## src/rtl/clkgen_seq.sv

```systemverilog
// Clock-tree bring-up sequencer: orders DCM/PLL reset release, watches lock
// signals, gates downstream domain resets and retries or latches FAIL.
module clkgen_seq #(
    parameter int RST_PULSE_CYC = 8,
    parameter int LOCK_TIMEOUT  = 65535,
    parameter int SETTLE_CYC    = 16,
    parameter int MAX_RETRY     = 3,
    parameter int CNT_W         = 16
) (
    input  logic       sys_clk_i,
    input  logic       sys_rst_i,
    input  logic       dcm0_locked_i,
    input  logic       dcm1_locked_i,
    input  logic       pll0_locked_i,
    input  logic       restart_i,
    input  logic       clr_i,
    output logic       dcm_rst_o,
    output logic       pll_rst_o,
    output logic       domains_rst_o,
    output logic       ready_o,
    output logic       fail_o,
    output logic       lock_lost_o,
    output logic [1:0] retry_cnt_o,
    output logic [2:0] state_o
);

    typedef enum logic [2:0] {
        S_RESET_DCM = 3'd0,
        S_WAIT_DCM  = 3'd1,
        S_WAIT_PLL  = 3'd2,
        S_SETTLE    = 3'd3,
        S_RUN       = 3'd4,
        S_FAIL      = 3'd5
    } state_t;

    localparam logic [CNT_W-1:0] PULSE_LAST   = CNT_W'(RST_PULSE_CYC - 1);
    localparam logic [CNT_W-1:0] TIMEOUT_LAST = CNT_W'(LOCK_TIMEOUT - 1);
    localparam logic [CNT_W-1:0] SETTLE_LAST  = CNT_W'(SETTLE_CYC - 1);
    localparam logic [1:0]       RETRY_MAX    = 2'(MAX_RETRY);

    state_t           state, state_n;
    logic [CNT_W-1:0] cnt, cnt_n;
    logic [1:0]       retry_n;
    logic             lost_n;
    logic             fail_attempt;

    // Lock bits ordered {pll0, dcm1, dcm0}; two flops per bit against metastability.
    logic [2:0] lock_meta, lock_sync;
    logic       dcm_ok, all_ok;

    always_ff @(posedge sys_clk_i) begin
        if (sys_rst_i) begin
            lock_meta <= '0;
            lock_sync <= '0;
        end else begin
            lock_meta <= {pll0_locked_i, dcm1_locked_i, dcm0_locked_i};
            lock_sync <= lock_meta;
        end
    end

    assign dcm_ok  = lock_sync[0] & lock_sync[1];
    assign all_ok  = &lock_sync;
    assign state_o = state;

    always_comb begin
        // NOTE: every always_comb target gets a default first so no path infers a latch.
        state_n      = state;
        retry_n      = retry_cnt_o;
        lost_n       = lock_lost_o;
        fail_attempt = 1'b0;

        if (clr_i) lost_n = 1'b0;

        if (restart_i) begin
            state_n = S_RESET_DCM;
            retry_n = '0;
        end else begin
            unique case (state)
                S_RESET_DCM: if (cnt == PULSE_LAST) state_n = S_WAIT_DCM;
                S_WAIT_DCM: begin
                    if (dcm_ok)                     state_n      = S_WAIT_PLL;
                    else if (cnt == TIMEOUT_LAST)   fail_attempt = 1'b1;
                end
                S_WAIT_PLL: begin
                    if (!dcm_ok)                    fail_attempt = 1'b1;
                    else if (lock_sync[2])          state_n      = S_SETTLE;
                    else if (cnt == TIMEOUT_LAST)   fail_attempt = 1'b1;
                end
                S_SETTLE: begin
                    if (!all_ok)                    fail_attempt = 1'b1;
                    else if (cnt == SETTLE_LAST)    state_n      = S_RUN;
                end
                S_RUN: begin
                    // A loss after a good bring-up is not a failed attempt.
                    if (!all_ok) begin
                        lost_n  = 1'b1;
                        state_n = S_RESET_DCM;
                    end
                end
                S_FAIL:  state_n = S_FAIL;
                default: state_n = S_RESET_DCM;
            endcase

            if (fail_attempt) begin
                if (retry_cnt_o != RETRY_MAX) retry_n = retry_cnt_o + 2'd1;
                state_n = (retry_n == RETRY_MAX) ? S_FAIL : S_RESET_DCM;
            end
            if (state_n == S_RUN) retry_n = '0;
        end

        // Counter restarts on every state entry, including a restart into RESET_DCM.
        cnt_n = (state_n != state || restart_i) ? '0 : cnt + CNT_W'(1);
    end

    // Outputs are decoded from the next state so they change with the state register.
    always_ff @(posedge sys_clk_i) begin
        if (sys_rst_i) begin
            state         <= S_RESET_DCM;
            cnt           <= '0;
            retry_cnt_o   <= '0;
            lock_lost_o   <= 1'b0;
            dcm_rst_o     <= 1'b1;
            pll_rst_o     <= 1'b1;
            domains_rst_o <= 1'b1;
            ready_o       <= 1'b0;
            fail_o        <= 1'b0;
        end else begin
            state         <= state_n;
            cnt           <= cnt_n;
            retry_cnt_o   <= retry_n;
            lock_lost_o   <= lost_n;
            dcm_rst_o     <= (state_n == S_RESET_DCM) || (state_n == S_FAIL);
            pll_rst_o     <= (state_n == S_RESET_DCM) || (state_n == S_WAIT_DCM) ||
                             (state_n == S_FAIL);
            domains_rst_o <= (state_n != S_RUN);
            ready_o       <= (state_n == S_RUN);
            fail_o        <= (state_n == S_FAIL);
        end
    end

endmodule
```

## config.mk

```make
export PLATFORM = sky130hd
export DESIGN_NAME = clkgen_seq
export DESIGN_NICKNAME = d
export VERILOG_FILES = /design/src/rtl/clkgen_seq.sv
export SDC_FILE = /design/constraint.sdc
export NUM_CORES = 1
export LEC_CHECK = 0
export CORE_ASPECT_RATIO = 1.75
export CORE_MARGIN = 3
export CORE_UTILIZATION = 60
export CTS_CLUSTER_SIZE = 14
export DETAILED_ROUTE_END_ITERATION = 7
export MAX_ROUTING_LAYER = met4
export PLACE_DENSITY = 0.84
export SLEW_MARGIN = 40
export SYNTH_ARGS = -nofsm -noshare
export SYNTH_HDL_FRONTEND = slang
export SYNTH_SLANG_ARGS = --single-unit
```

## constraint.sdc

```tcl
create_clock -name sys_clk_i -period 5.2 [get_ports sys_clk_i]
set_clock_uncertainty 0.1 [all_clocks]
set_input_delay 1.56 -clock sys_clk_i [delete_from_list [all_inputs] [get_ports sys_clk_i]]
set_output_delay 1.56 -clock sys_clk_i [all_outputs]
set_load 0.1 [all_outputs]
```

==> flow_summary.ini, run 1 <==
[flow_run]
maxCapViolCount = 0

[sta]
tightest_slew_ns = 0.7634
final.min_clock_period_ns = 3.255
tns_ns = 0
slew-limit-headroom_pct = 48.94
period_share_pct = 62.59
max_freq_mhz = 307.3
setup_viol_count_final = 0
rsz0062_at_grt = no
maxSlewViolCount = 0
hold_viol = 0

[finish]
area_delta_synth_final_pct = 12.35
drive_gt1_share_pct = 12.39
num_antenna_cells = 0
nNetsFinal = 234
postLayoutCoreUtil_pct = 70.25

[global_routing]
antenna_found_initial = 0
grtUsageTotal_pct = 24.16
grt_overflow_total = 0
grt_max_degree = 18
grt_pass1_wl_um = 6244
grt_pass1_vias = 1473

[power_and_ir_drop]
power_uw = 461.2
max-vdd-ir-drop_uv = 253.6
pwr_density_cell_nw_per_um2 = 241.2
cellLeakagePower_uw = 0.0006515

[die]
core-area_um2 = 2721
die_area_um2 = 3536
ios = 18
die_h_um = 76.45
row_count = 25
die_w_um = 46.26
initial_core_util_pct = 62.53

[yosys]
yosys_warnings = 0
ys_seq_area_share_pct = 38.82
syn_inst = 208
syn_nets = 217
postSynthAreaPerCell_um2 = 8.181
ys_types = 42
synth-seq-cells = 33
netlist_area_um2 = 1702

[critical_path]
worstPathRequired_ns = 5.29
critPathMaxFanout = 16
cp-start-kind = input pin
worst-r2r-setup-slack_ns = 2.22
worstSetupStartpoint = sys_rst_i
end_kind = register
crit_end = cnt[13]
ff2ff_path_depth = 7
r2r-start = cnt[1]
r2r-end = cnt[13]
critPathArrivalTime_ns = 3.35
crit_type = in2reg

[placed_design]
dp_hpwl_um = 2771
numPortBuffers = 17
gp_congestion = 0.9946

[clock_network]
cts_sinks = 33
clock_latency_ns = 0.28
cts_resized = 0
cts_buffer_depth = 2
cts_setup_buffers = 0
clkTransAtPathRegs_ns = 0.06
cts_buffers = 5
htreeDepth = 2
cts_hold_buf = 0
clockRootBuffer = clkbuf_8
cts_tree = done

[drt]
avgRoutedWirePerCell_um = 14.59
viasPerCell = 5.996
drt_wl_total_um = 3692
first_iter_violations = 37
vias = 1517
antenna_left = 0
dr.pass1.iters = 4
drc = 0

[worst_hold_path]
hold_path.class = reg2reg

[status]
outcome = finished clean
[final cells by class]
| class | count | area, µm² |
|---|---|---|
| Fill cell | 250 | 809.5 |
| Timing Repair Buffer | 19 | 130.1 |
| Clock buffer | 5 | 68.82 |
| Inverter | 3 | 11.26 |
| Clock inverter | 3 | 17.52 |
| Multi-Input combinational cell | 163 | 989.7 |
| Tap cell | 27 | 33.78 |
| Sequential cell | 33 | 660.6 |
[worst max-delay path: stages]
cell and delay [ns]:
clkdlybuf4s50_1 0.54, or2_1 0.36, a2111oi_2 0.38, buf_4 0.28, nand2_1 0.07, o22ai_1 0.16
[worst min-delay path by stage]
stage            startpoint  cells after the start            to
2_1_floorplan  lock_meta[0]                      1  lock_sync[0]
3_3_place_gp   lock_meta[1]                      1  lock_sync[1]
3_5_place_dp   lock_meta[0]                      1  lock_sync[0]
4_1_cts        lock_meta[0]                      1  lock_sync[0]
5_1_grt        lock_meta[0]                      1  lock_sync[0]
6_report       lock_meta[0]                      1  lock_sync[0]
[cell families after synthesis]
logic type                 after synthesis  synth area share (%)
adders and majority gates                2                 1.470
buffers and inverters                   12                 3.015
AOI/OAI and AO/OA                       40                 16.91
and+or+nand+nor                        107                 32.57
DFF                                     33                 38.82
xor gates and xnor gates                14                 7.206
[placed cells by master (no fill, tap or decap), drive strengths merged, types with 3 or more instances in the layout]
cell           Yosys  final
a21oi              9      9
and2               3      3
buf                3     13
clkbuf             6      5
clkdlybuf4s50      0      6
dfxtp             33     33
inv                3      3
nand2             39     39
nand2b             4      4
nand3              7      7
nand4              9      9
nor2              13     13
nor2b              8      8
nor3               7      7
nor4               5      5
o21ai              4      4
o22ai             17     17
xnor2              7      7
xor2               7      7
[metrics by stage]
step / hold WS [ns] / area, µm² / worst slack [ns] / instances
after detailed placement: 0.3204 / 1826 / 1.637 / 245
after global placement: 0.3179 / 1881 / 1.729 / 245
after CTS: 0.3355 / 1912 / 1.923 / 253
final: 0.3334 / 1912 / 1.945 / 253
after floorplan: 0.3138 / 1702 / 2.099 / 208
after global routing: 0.3508 / 1912 / 1.784 / 253
[flip-flops by register name, indices dropped and copies added, names as in the netlist]
signal and flops:
lock_lost_o 1, lock_meta 3, retry_cnt_o 2, domains_rst_o 1, dcm_rst_o 1, cnt 16, pll_rst_o 1, ready_o 1
fail_o 1, lock_sync 3, state_o 3
[per-layer routing]
layer / track usage, % / up-vias / wire [µm]
li1: - / 779 / -
met1: 23.87 / 703 / 1374
met2: 41.02 / 24 / 2127
met3: 4.492 / 11 / 92
met4: 13.68 / 0 / 97
met5: - / - / 0
[cells in the mapped netlist, drive strengths merged]
| library cell | n | area, µm² |
|---|---|---|
| nor2 | 13 | 48.80 |
| and4b | 1 | 10.01 |
| ha | 2 | 25.02 |
| o22ai | 17 | 106.4 |
| a21oi | 9 | 56.31 |
| and4 | 2 | 17.52 |
| dfxtp | 33 | 660.6 |
| nand2b | 4 | 25.02 |
| nor2b | 8 | 50.05 |
| nor3b | 1 | 7.510 |
| and2b | 1 | 8.760 |
| xnor2 | 7 | 61.31 |
| nand3 | 7 | 35.03 |
| nand3b | 1 | 7.510 |
| clkbuf | 6 | 22.52 |
| nand4 | 9 | 56.30 |
| a31oi | 2 | 18.77 |
| nand2 | 39 | 146.4 |
| a21o | 2 | 15.01 |
| a2111oi | 1 | 15.01 |
| or2 | 1 | 6.260 |
| o41a | 1 | 11.26 |
| o21ai | 4 | 20.01 |
| nor4 | 5 | 31.28 |
| o31ai | 1 | 7.510 |
| or4 | 1 | 7.510 |
| nor3 | 7 | 45.04 |
| o221ai | 1 | 8.760 |
| or3 | 1 | 6.260 |
| xor2 | 7 | 61.31 |
| a2bb2oi | 1 | 8.760 |
| nand4b | 1 | 8.760 |
| a211oi | 1 | 20.02 |
| nor4b | 2 | 17.52 |
| and2 | 3 | 18.77 |
| buf | 3 | 17.52 |
| inv | 3 | 11.26 |
[report_power, final]
part	internal [µW]	switching, µW	total (µW)
sequential	256	2.01	258
combinational	9.95	10.6	20.5
clock	92.2	90.9	183
total	358	103	461
(Power assumes the default switching activity.)
==> run 2: changes to the inputs <==
Settings changed: CORE_UTILIZATION 60 to 55, PLACE_DENSITY 0.84 to 0.78.
Clock period 5.2 ns to 3.4 ns, I/O delays scaled along.
==> flow_summary.ini, run 2 (synthesis results as in run 1) <==
[critical_path]
cpMaxStageDelayCell = nor4b_1
end_kind = register
crit_type = reg2reg
worst-r2r-setup-slack_ns = 0.49
crit_buf_inv = 1
critPathArrivalTime_ns = 2.96
cp-start-kind = register
ff2ff_path_depth = 8
worstSetupStartpoint = cnt[1]
max_stage_delay_ns = 0.45
r2r-end = cnt[0]
cp_num_cells = 8
critPathTopFamily = simple AND/OR/NAND/NOR gates
worstPathRequired_ns = 3.45
critPathMaxFanout = 9
crit_chain = ha_1 -> nor4b_1 -> nand4_1 -> or3_1 -> a21o_1 -> a31oi_2 -> buf_4 -> o22ai_1
r2r-start = cnt[1]

[die]
die_area_um2 = 3823
core-area_um2 = 2928
initial_core_util_pct = 58.12
ios = 18
die_h_um = 79.58
die_w_um = 48.05
row_count = 26

[worst_hold_path]
min_from = lock_meta[0]
hold_path.class = reg2reg
hold_path_end = lock_sync[0]
hold_path_depth = 1

[sta]
final.min_clock_period_ns = 2.914
period_share_pct = 85.72
setup_viol_count_final = 0
hold_viol = 0
max_freq_mhz = 343.1
layout_setup_ws_ns = 0.4855
hold_slack_ns = 0.3432
tns_ns = 0
tightest_slew_ns = 0.5636
maxSlewViolCount = 0
slew-limit-headroom_pct = 62.08
rsz0062_at_grt = no

[clock_network]
htreeDepth = 2
clock_latency_ns = 0.28
clkTransAtPathRegs_ns = 0.06
cts_hold_buf = 0
clockRootBuffer = clkbuf_8
cts_buffer_depth = 2
cts_resized = 0
cts_buffers = 5
cts_tree = done
cts_setup_buffers = 0
cts_sinks = 33

[placed_design]
placed_cells = 248
dp_hpwl_um = 2846
gp_congestion = 0.9534
place_ws_ns = 0.4615
numPortBuffers = 17

[finish]
drive_gt1_share_pct = 12.72
final_common_cell = nand2_1
nNetsFinal = 236
largest_reg_flops = 16
regMostFlops = cnt
area_delta_synth_final_pct = 14.71
fill_cells = 255
layout_common_cells = nand2_1, dfxtp_1, o22ai_1, buf_4, nor2_1
stdcell_count = 256
postLayoutCoreUtil_pct = 66.67
num_antenna_cells = 0

[power_and_ir_drop]
cellLeakagePower_uw = 0.0006667
max-vdd-ir-drop_uv = 320.6
pwr_density_cell_nw_per_um2 = 359.4

[drt]
first_iter_violations = 70
drt_wl_total_um = 3800
antenna_left = 0
viasPerCell = 6.215
avgRoutedWirePerCell_um = 14.84
dr.pass1.iters = 4
vias = 1591
drc = 0

[status]
outcome = finished clean

[global_routing]
grt_max_degree = 18
grt_overflow_total = 0
grtUsageTotal_pct = 22.87
antenna_found_initial = 0
grt_pass1_wl_um = 6389
grt_pass1_vias = 1478

[flow_run]
maxCapViolCount = 0
-- run 2: cell types whose count changed in the layout (fill, tap and decap cells not counted), sizes merged --
| cell | delta |
|---|---|
| buf | +2 |
| clkinvlp | -1 |
| clkbuf | +1 |
-- run 2: layout make-up --
type / instances / area [µm²] / share of cell area, %
clock buffers: 6 / 72.57 / 3.718
inverters: 3 / 11.26 / 0.5769
flip-flops and latches: 33 / 660.6 / 33.85
repair buffers: 21 / 172.7 / 8.846
clock inverters: 2 / 10.01 / 0.5128
well taps: 28 / 35.03 / 1.795
multi-input cells: 163 / 989.7 / 50.71
-- run 2: routing by layer --
layer,GRT usage [%],wire length [µm],up-vias
met5,-,0,-
met4,8.895,91,0
met3,4.289,115,10
met2,38.33,2112,37
met1,25.35,1480,765
li1,-,-,779
-- run 2: worst max path at each step --
stage and endpoint:
4_1_cts cnt[1], 3_3_place_gp cnt[1], 6_report cnt[0], 5_1_grt cnt[5], 2_1_floorplan cnt[10], 3_5_place_dp cnt[10]
-- run 2: through the flow --
step,instance area [µm²],total power [µW]
after floorplan,1702,418.9
after global placement,1869,432.5
after detailed placement,1869,433.7
after CTS,1952,708.3
after global routing,1952,729.5
final,1952,701.4
-- run 2: worst reg2reg max path: stages, from the launching register on --
cell	delay, ns
dfxtp_1	0.37
ha_1	0.28
nor4b_1	0.45
nand4_1	0.23
or3_1	0.41
a21o_1	0.19
a31oi_2	0.41
buf_4	0.26
o22ai_1	0.08
-- run 2: power by group --
part           total, µW  internal [µW]  switching (µW)  leakage (µW)
Combinational       30.6           15.2            15.4      0.000354
Sequential           394            391            3.17      0.000267
Clock                277            142             135     0.0000450
Total                701            548             154      0.000667
==> run 3: changes to the inputs <==
Settings changed: CTS_CLUSTER_DIAMETER from default to 40.
==> results of run 3 <==
Same layout as run 2: the final DEF is identical, and so are final timing and power.
